===== src/rtl/ipsxe_floating_point_normround_v2_0.sv =====
// Normalise-and-round back end for a floating-point datapath.
// Three-stage pipeline: leading-zero count, normalising shift, IEEE rounding and packing.
module ipsxe_floating_point_normround_v2_0 #(
    parameter int unsigned EXP_WIDTH = 8,
    parameter int unsigned MAN_WIDTH = 23,
    parameter int unsigned LZC_WIDTH = 6,
    parameter int unsigned W_USER    = 1
) (
    input  logic                           i_clk,
    input  logic                           i_rst,
    input  logic                           i_aclken,
    input  logic                           i_valid,
    input  logic                           i_sign,
    input  logic [EXP_WIDTH:0]             i_exp,
    input  logic [2*MAN_WIDTH+2:0]         i_man,
    input  logic [1:0]                     i_rnd_mode,
    input  logic                           i_nan,
    input  logic                           i_inf,
    input  logic [W_USER-1:0]              i_user,
    output logic                           o_valid,
    output logic [EXP_WIDTH+MAN_WIDTH:0]   o_result,
    output logic                           o_overflow,
    output logic                           o_underflow,
    output logic                           o_inexact,
    output logic [W_USER-1:0]              o_user
);

    localparam int unsigned MW_IN = 2 * (MAN_WIDTH + 1) + 1;
    localparam int unsigned EW3   = EXP_WIDTH + 3;
    localparam int unsigned RW    = 1 + EXP_WIDTH + MAN_WIDTH;
    localparam int unsigned GI    = MW_IN - 1 - MAN_WIDTH;
    localparam int unsigned EMAX  = (2 ** EXP_WIDTH) - 2;

    localparam logic [1:0] RM_RNE = 2'd0;
    localparam logic [1:0] RM_RTZ = 2'd1;
    localparam logic [1:0] RM_RUP = 2'd2;

    localparam logic [EXP_WIDTH-1:0] EXP_ONES = '1;
    localparam logic [EXP_WIDTH-1:0] EXP_MAXF = {{(EXP_WIDTH-1){1'b1}}, 1'b0};
    localparam logic [MAN_WIDTH-1:0] MAN_ZERO = '0;
    localparam logic [MAN_WIDTH-1:0] MAN_ONES = '1;
    localparam logic [MAN_WIDTH-1:0] QNAN_MAN = {1'b1, {(MAN_WIDTH-1){1'b0}}};

    // ---------------- stage 1: capture inputs and leading-zero count ----------------
    logic [LZC_WIDTH-1:0]  lz_d;

    logic                  s1_valid_q;
    logic                  s1_sign_q;
    logic [EXP_WIDTH:0]    s1_exp_q;
    logic [MW_IN-1:0]      s1_man_q;
    logic [1:0]            s1_rnd_q;
    logic                  s1_nan_q;
    logic                  s1_inf_q;
    logic [W_USER-1:0]     s1_user_q;
    logic [LZC_WIDTH-1:0]  s1_lz_q;

    // Ascending scan: the last hit is the most significant set bit.
    always_comb begin
        lz_d = LZC_WIDTH'(MW_IN);
        for (int unsigned i = 0; i < MW_IN; i++) begin
            if (i_man[i]) begin
                lz_d = LZC_WIDTH'(MW_IN - 1 - i);
            end
        end
    end

    always_ff @(posedge i_clk or posedge i_rst) begin
        if (i_rst) begin
            s1_valid_q <= 1'b0;
            s1_sign_q  <= 1'b0;
            s1_exp_q   <= '0;
            s1_man_q   <= '0;
            s1_rnd_q   <= '0;
            s1_nan_q   <= 1'b0;
            s1_inf_q   <= 1'b0;
            s1_user_q  <= '0;
            s1_lz_q    <= '0;
        end else if (i_aclken) begin
            s1_valid_q <= i_valid;
            s1_sign_q  <= i_sign;
            s1_exp_q   <= i_exp;
            s1_man_q   <= i_man;
            s1_rnd_q   <= i_rnd_mode;
            s1_nan_q   <= i_nan;
            s1_inf_q   <= i_inf;
            s1_user_q  <= i_user;
            s1_lz_q    <= lz_d;
        end
    end

    // ---------------- stage 2: normalising shift and exponent adjust ----------------
    logic [MW_IN-1:0]      s2_sh_d;
    logic [EW3-1:0]        s2_e_d;
    logic                  s2_zero_d;

    logic                  s2_valid_q;
    logic                  s2_sign_q;
    logic [MW_IN-1:0]      s2_sh_q;
    logic [EW3-1:0]        s2_e_q;
    logic [1:0]            s2_rnd_q;
    logic                  s2_nan_q;
    logic                  s2_inf_q;
    logic                  s2_zero_q;
    logic [W_USER-1:0]     s2_user_q;

    // The extra shift by one pushes the hidden bit out of the top of the field.
    always_comb begin
        s2_sh_d   = (s1_man_q << s1_lz_q) << 1;
        s2_e_d    = EW3'(s1_exp_q) + EW3'(2) - EW3'(s1_lz_q);
        s2_zero_d = (s1_man_q == '0);
    end

    always_ff @(posedge i_clk or posedge i_rst) begin
        if (i_rst) begin
            s2_valid_q <= 1'b0;
            s2_sign_q  <= 1'b0;
            s2_sh_q    <= '0;
            s2_e_q     <= '0;
            s2_rnd_q   <= '0;
            s2_nan_q   <= 1'b0;
            s2_inf_q   <= 1'b0;
            s2_zero_q  <= 1'b0;
            s2_user_q  <= '0;
        end else if (i_aclken) begin
            s2_valid_q <= s1_valid_q;
            s2_sign_q  <= s1_sign_q;
            s2_sh_q    <= s2_sh_d;
            s2_e_q     <= s2_e_d;
            s2_rnd_q   <= s1_rnd_q;
            s2_nan_q   <= s1_nan_q;
            s2_inf_q   <= s1_inf_q;
            s2_zero_q  <= s2_zero_d;
            s2_user_q  <= s1_user_q;
        end
    end

    // ---------------- stage 3: round, detect range exceptions, pack ----------------
    logic [MAN_WIDTH-1:0]  frac;
    logic                  guard;
    logic                  sticky;
    logic                  inc;
    logic [MAN_WIDTH:0]    frac_sum;
    logic                  carry;
    logic [MAN_WIDTH-1:0]  frac_r;
    logic [EW3-1:0]        e_r;
    logic                  ovf;
    logic                  unf;
    logic                  sel_inf;

    logic [RW-1:0]         res_d;
    logic                  ovf_d;
    logic                  unf_d;
    logic                  inex_d;

    assign frac   = s2_sh_q[MW_IN-1 -: MAN_WIDTH];
    assign guard  = s2_sh_q[GI];
    assign sticky = |s2_sh_q[GI-1:0];

    always_comb begin
        inc = 1'b0;
        case (s2_rnd_q)
            RM_RNE:  inc = guard & (sticky | frac[0]);
            RM_RTZ:  inc = 1'b0;
            RM_RUP:  inc = (guard | sticky) & ~s2_sign_q;
            default: inc = (guard | sticky) & s2_sign_q;
        endcase

        frac_sum = {1'b0, frac} + (MAN_WIDTH+1)'(inc);
        carry    = frac_sum[MAN_WIDTH];
        frac_r   = carry ? MAN_ZERO : frac_sum[MAN_WIDTH-1:0];
        e_r      = s2_e_q + EW3'(carry);
        ovf      = $signed(e_r) > $signed(EW3'(EMAX));
        unf      = $signed(e_r) < $signed(EW3'(1));

        // Overflow saturates to infinity only when rounding points away from zero.
        sel_inf  = (s2_rnd_q == RM_RNE) ||
                   ((s2_rnd_q == RM_RUP) && !s2_sign_q) ||
                   ((s2_rnd_q != RM_RUP) && (s2_rnd_q != RM_RTZ) && s2_sign_q);
    end

    always_comb begin
        res_d  = '0;
        ovf_d  = 1'b0;
        unf_d  = 1'b0;
        inex_d = 1'b0;
        if (s2_nan_q) begin
            res_d = {1'b0, EXP_ONES, QNAN_MAN};
        end else if (s2_inf_q) begin
            res_d = {s2_sign_q, EXP_ONES, MAN_ZERO};
        end else if (s2_zero_q) begin
            res_d = {s2_sign_q, (RW-1)'(0)};
        end else if (ovf) begin
            ovf_d  = 1'b1;
            inex_d = 1'b1;
            res_d  = sel_inf ? {s2_sign_q, EXP_ONES, MAN_ZERO}
                             : {s2_sign_q, EXP_MAXF, MAN_ONES};
        end else if (unf) begin
            unf_d  = 1'b1;
            inex_d = 1'b1;
            res_d  = {s2_sign_q, (RW-1)'(0)};
        end else begin
            inex_d = guard | sticky;
            res_d  = {s2_sign_q, e_r[EXP_WIDTH-1:0], frac_r};
        end
    end

    logic                  valid_q;
    logic [RW-1:0]         result_q;
    logic                  ovf_q;
    logic                  unf_q;
    logic                  inex_q;
    logic [W_USER-1:0]     user_q;

    always_ff @(posedge i_clk or posedge i_rst) begin
        if (i_rst) begin
            valid_q  <= 1'b0;
            result_q <= '0;
            ovf_q    <= 1'b0;
            unf_q    <= 1'b0;
            inex_q   <= 1'b0;
            user_q   <= '0;
        end else if (i_aclken) begin
            valid_q  <= s2_valid_q;
            result_q <= res_d;
            ovf_q    <= ovf_d;
            unf_q    <= unf_d;
            inex_q   <= inex_d;
            user_q   <= s2_user_q;
        end
    end

    assign o_valid     = valid_q;
    assign o_result    = result_q;
    assign o_overflow  = ovf_q;
    assign o_underflow = unf_q;
    assign o_inexact   = inex_q;
    assign o_user      = user_q;

endmodule


===== config.mk =====
export PLATFORM = sky130hd
export DESIGN_NAME = ipsxe_floating_point_normround_v2_0
export DESIGN_NICKNAME = d
export VERILOG_FILES = /design/src/rtl/ipsxe_floating_point_normround_v2_0.sv
export SDC_FILE = /design/constraint.sdc
export NUM_CORES = 1
export LEC_CHECK = 0
export CORE_MARGIN = 2
export CORE_UTILIZATION = 65
export DETAILED_ROUTE_END_ITERATION = 12
export DONT_BUFFER_PORTS = 1
export PLACE_DENSITY = 0.81
export SKIP_CTS_REPAIR_TIMING = 1
export SLEW_MARGIN = 20
export SYNTH_ARGS = -nofsm -noshare
export SYNTH_HDL_FRONTEND = slang
export SYNTH_SLANG_ARGS = --single-unit

===== constraint.sdc =====
create_clock -name i_clk -period 9.9 [get_ports i_clk]
set_input_delay 1.98 -clock i_clk [delete_from_list [all_inputs] [get_ports i_clk]]
set_output_delay 1.98 -clock i_clk [all_outputs]
set_load 0.01 [all_outputs]

==> impl_metrics.tcl <==
set metrics [dict create \
    path_delay_family "simple AND/OR/NAND/NOR gates" \
    dpl_cell_area_um2 10900 \
    setup_viol_count_final 0 \
    dieArea_um2 17800 \
    total_power_mw 2.15 \
    synthFlopType "dfrtp_1" \
    crit_type "flop to flop" \
    multi_input_area_um2 6090 \
    die_y_um 133 \
    yosys.area.top_type "dfrtp_1" \
    grt_pass1_vias 8285 \
    worstRegToRegCells 18 \
    outcome "finished clean" \
    numCtsBuffers 17 \
    crit_chain "inv_1, ha_1, ha_1, nor3_1, o22a_1, ha_1, nand3_1, nor2_1, and3_1, ha_1, ha_1, xor2_1, nand4_1, nor3_1, a31o_2, nand4_1, a21boi_0, o21ai_0" \
    path_depth 18 \
    hold_violations 0 \
    core_um2 16500 \
    ioPinCount 105 \
    dp_hpwl_um 18600 \
    final_net_count 1117 \
    tightest_slew_ns 0.957 \
    final_core_util_pct 70.0 \
    synth-warning-count 0 \
    wire_per_inst_um 20.8 \
    synthTopCellsByArea "dfrtp_1 40%, mux2_2 10%, mux4_2 9.1%" \
    route.detailed.drc 0 \
    maxCapViolCount 0 \
    grt_usage_pct 30.6 \
    synth_edf_count 0 \
    nFillCells 1243 \
    drt-total-wl_um 26100 \
    vias 8459 \
    clock_skew_ns 0.00930 \
    grt-ovfl-total 0 \
    cp.arrival_ns 5.18 \
    gp_congestion 0.938 \
    grt_start_max_net_pins 140 \
    clockRootBuffer "clkbuf_16" \
    grt_pass1_wl_um 42700 \
    end_kind "flop" \
    synth_most_common_cell "dfrtp_1" \
    fmax_mhz 207 \
    max_stage_delay_ns 0.59 \
    netlist_area_um2 10900 \
    drive_gt1_share_pct 18.2 \
    cts_tree "done" \
    seqCellArea_um2 4380 \
    antenna_left 0 \
    synth_top_cell_area_share_pct 40.2 \
    critPathLaunchType "flop" \
    powerDensity_nw_per_um2 187 \
    hold_class "flop to flop" \
    syn_inst 1056 \
    irDropWorstVdd_v 0.000128 \
    crit_path_top_delay_cell "nand4_1" \
    fin_area_um2 11500 \
    vias_per_cell 6.73 \
    clk_pin_slew_worst_paths_ns 0.06 \
    fin_crit_sh_pct 48.7 \
    drtIter0Drc 687 \
    seq_area_frac_synth_pct 40.2 \
    slew_headroom_pct 36.2 \
    cellLeakagePower_nw 4.79 \
    cp_common_cell "ha_1" \
    clk-insertion-delay-late_ns 0.44 \
    rows 47 \
    critical_path_required_ns 10.25 \
    path_buf_inv 1 \
    rsz0062_at_grt "no" \
    io_buffers 0 \
    finalSetupTns_ns 0 \
    clkSinkCount 175 \
    synth_common_cells "175 x dfrtp_1, 100 x nor2_1, 97 x mux2_2" \
    initial_core_util_pct 66.2 \
    maxSlewViolCount 0 \
    syn2layout_area_growth_pct 5.74 \
    antenna_cells 0 \
    die_w_um 133 \
    clockBufferDepth 2 \
    whs_path_depth 1 \
    synth.net_count 1149 \
    synthArstFlopShare_pct 100 \
    synth-seq-cells 175 \
    avgSynthCellArea_um2 10.3 \
    drtPass1Iterations 5 \
    h-tree-depth 4 \
    period_minus_slack_ns 4.83 \
    yosysUniqueCellTypes 64 \
    cp_max_fo 22 \
    antenna_found_initial 0 \
    hold_slack_ns 0.491 \
]
[registers in the layout, indices dropped and copies added, names as in the netlist]
| signal | count |
|---|---|
| o_inexact | 1 |
| o_overflow | 1 |
| o_result | 32 |
| o_underflow | 1 |
| o_user | 1 |
| o_valid | 1 |
| s1_exp_q | 9 |
| s1_inf_q | 1 |
| s1_lz_q | 6 |
| s1_man_q | 49 |
| s1_nan_q | 1 |
| s1_rnd_q | 2 |
| s1_sign_q | 1 |
| s1_user_q | 1 |
| s1_valid_q | 1 |
| s2_e_q | 11 |
| s2_inf_q | 1 |
| s2_nan_q | 1 |
| s2_rnd_q | 2 |
| s2_sh_q | 48 |
| s2_sign_q | 1 |
| s2_user_q | 1 |
| s2_valid_q | 1 |
| s2_zero_q | 1 |
[power breakdown]
group	internal (mW)	total (mW)	switching (mW)
Sequential	0.829	0.964	0.135
Clock	0.378	0.664	0.286
Combinational	0.251	0.526	0.275
[path summary, 6_finish.rpt]
path                           endpoint   startpoint  slack [ns]
min reg2reg                 s2_sh_q[17]  s2_sh_q[17]        0.49
max                        o_result[18]  s2_rnd_q[0]        5.07
min in group asynchronous    s1_valid_q        i_rst        1.62
max reg2reg                o_result[18]  s2_rnd_q[0]        5.07
max in group asynchronous    s1_lz_q[0]        i_rst        6.87
min                         s2_sh_q[17]  s2_sh_q[17]        0.49
[through the flow]
stage          cells  worst slack (ns)
2_1_floorplan   1056              3.17
3_5_place_dp    1225              5.17
6_report        1256              5.07
4_1_cts         1256              5.14
3_3_place_gp    1225              5.42
5_1_grt         1256              4.57
[kinds of logic after synthesis]
family | synth area share [%]
AO/OA/AOI/OAI | 14.5
flip-flops | 40.2
multiplexers | 22.5
buffers and inverters | 3.94
XOR/XNOR | 2.57
AND/OR/NAND/NOR | 13.4
adder cells (fa/ha/maj) | 2.94
[metal layers]
| layer | GRT usage, % | routed length (um) | up-vias |
|---|---|---|---|
| met2 | 48.6 | 12200 | 369 |
| met1 | 42.3 | 11200 | 4166 |
| met4 | 11.0 | 680 | 0 |
| li1 | - | - | 3879 |
| met5 | 0 | 0 | - |
| met3 | 6.20 | 1910 | 45 |
[placed cells by master, fill, tap and decap left out, types with 14 or more instances in the layout]
cell type,count
dfrtp_1,173
nor2_1,100
mux2_2,97
nand2_1,86
o21ai_0,53
a21oi_1,47
mux4_2,44
inv_1,35
mux2i_1,32
nor4_1,30
o2bb2ai_1,29
a21boi_0,24
ha_1,24
nor3_1,22
nand4_1,18
nand3_1,18
xor2_1,17
clkbuf_16,17
xnor2_1,15
o21ai_1,14
[cell type report]
type,count,area share [%]
clock buffers,22,4.29
clock inverters,9,0.717
inverters,40,1.35
multi-input cells,784,52.8
flip-flops and latches,175,38.0
well taps,220,2.39
repair buffers,6,0.391
Power figures use the tool's default switching activity.
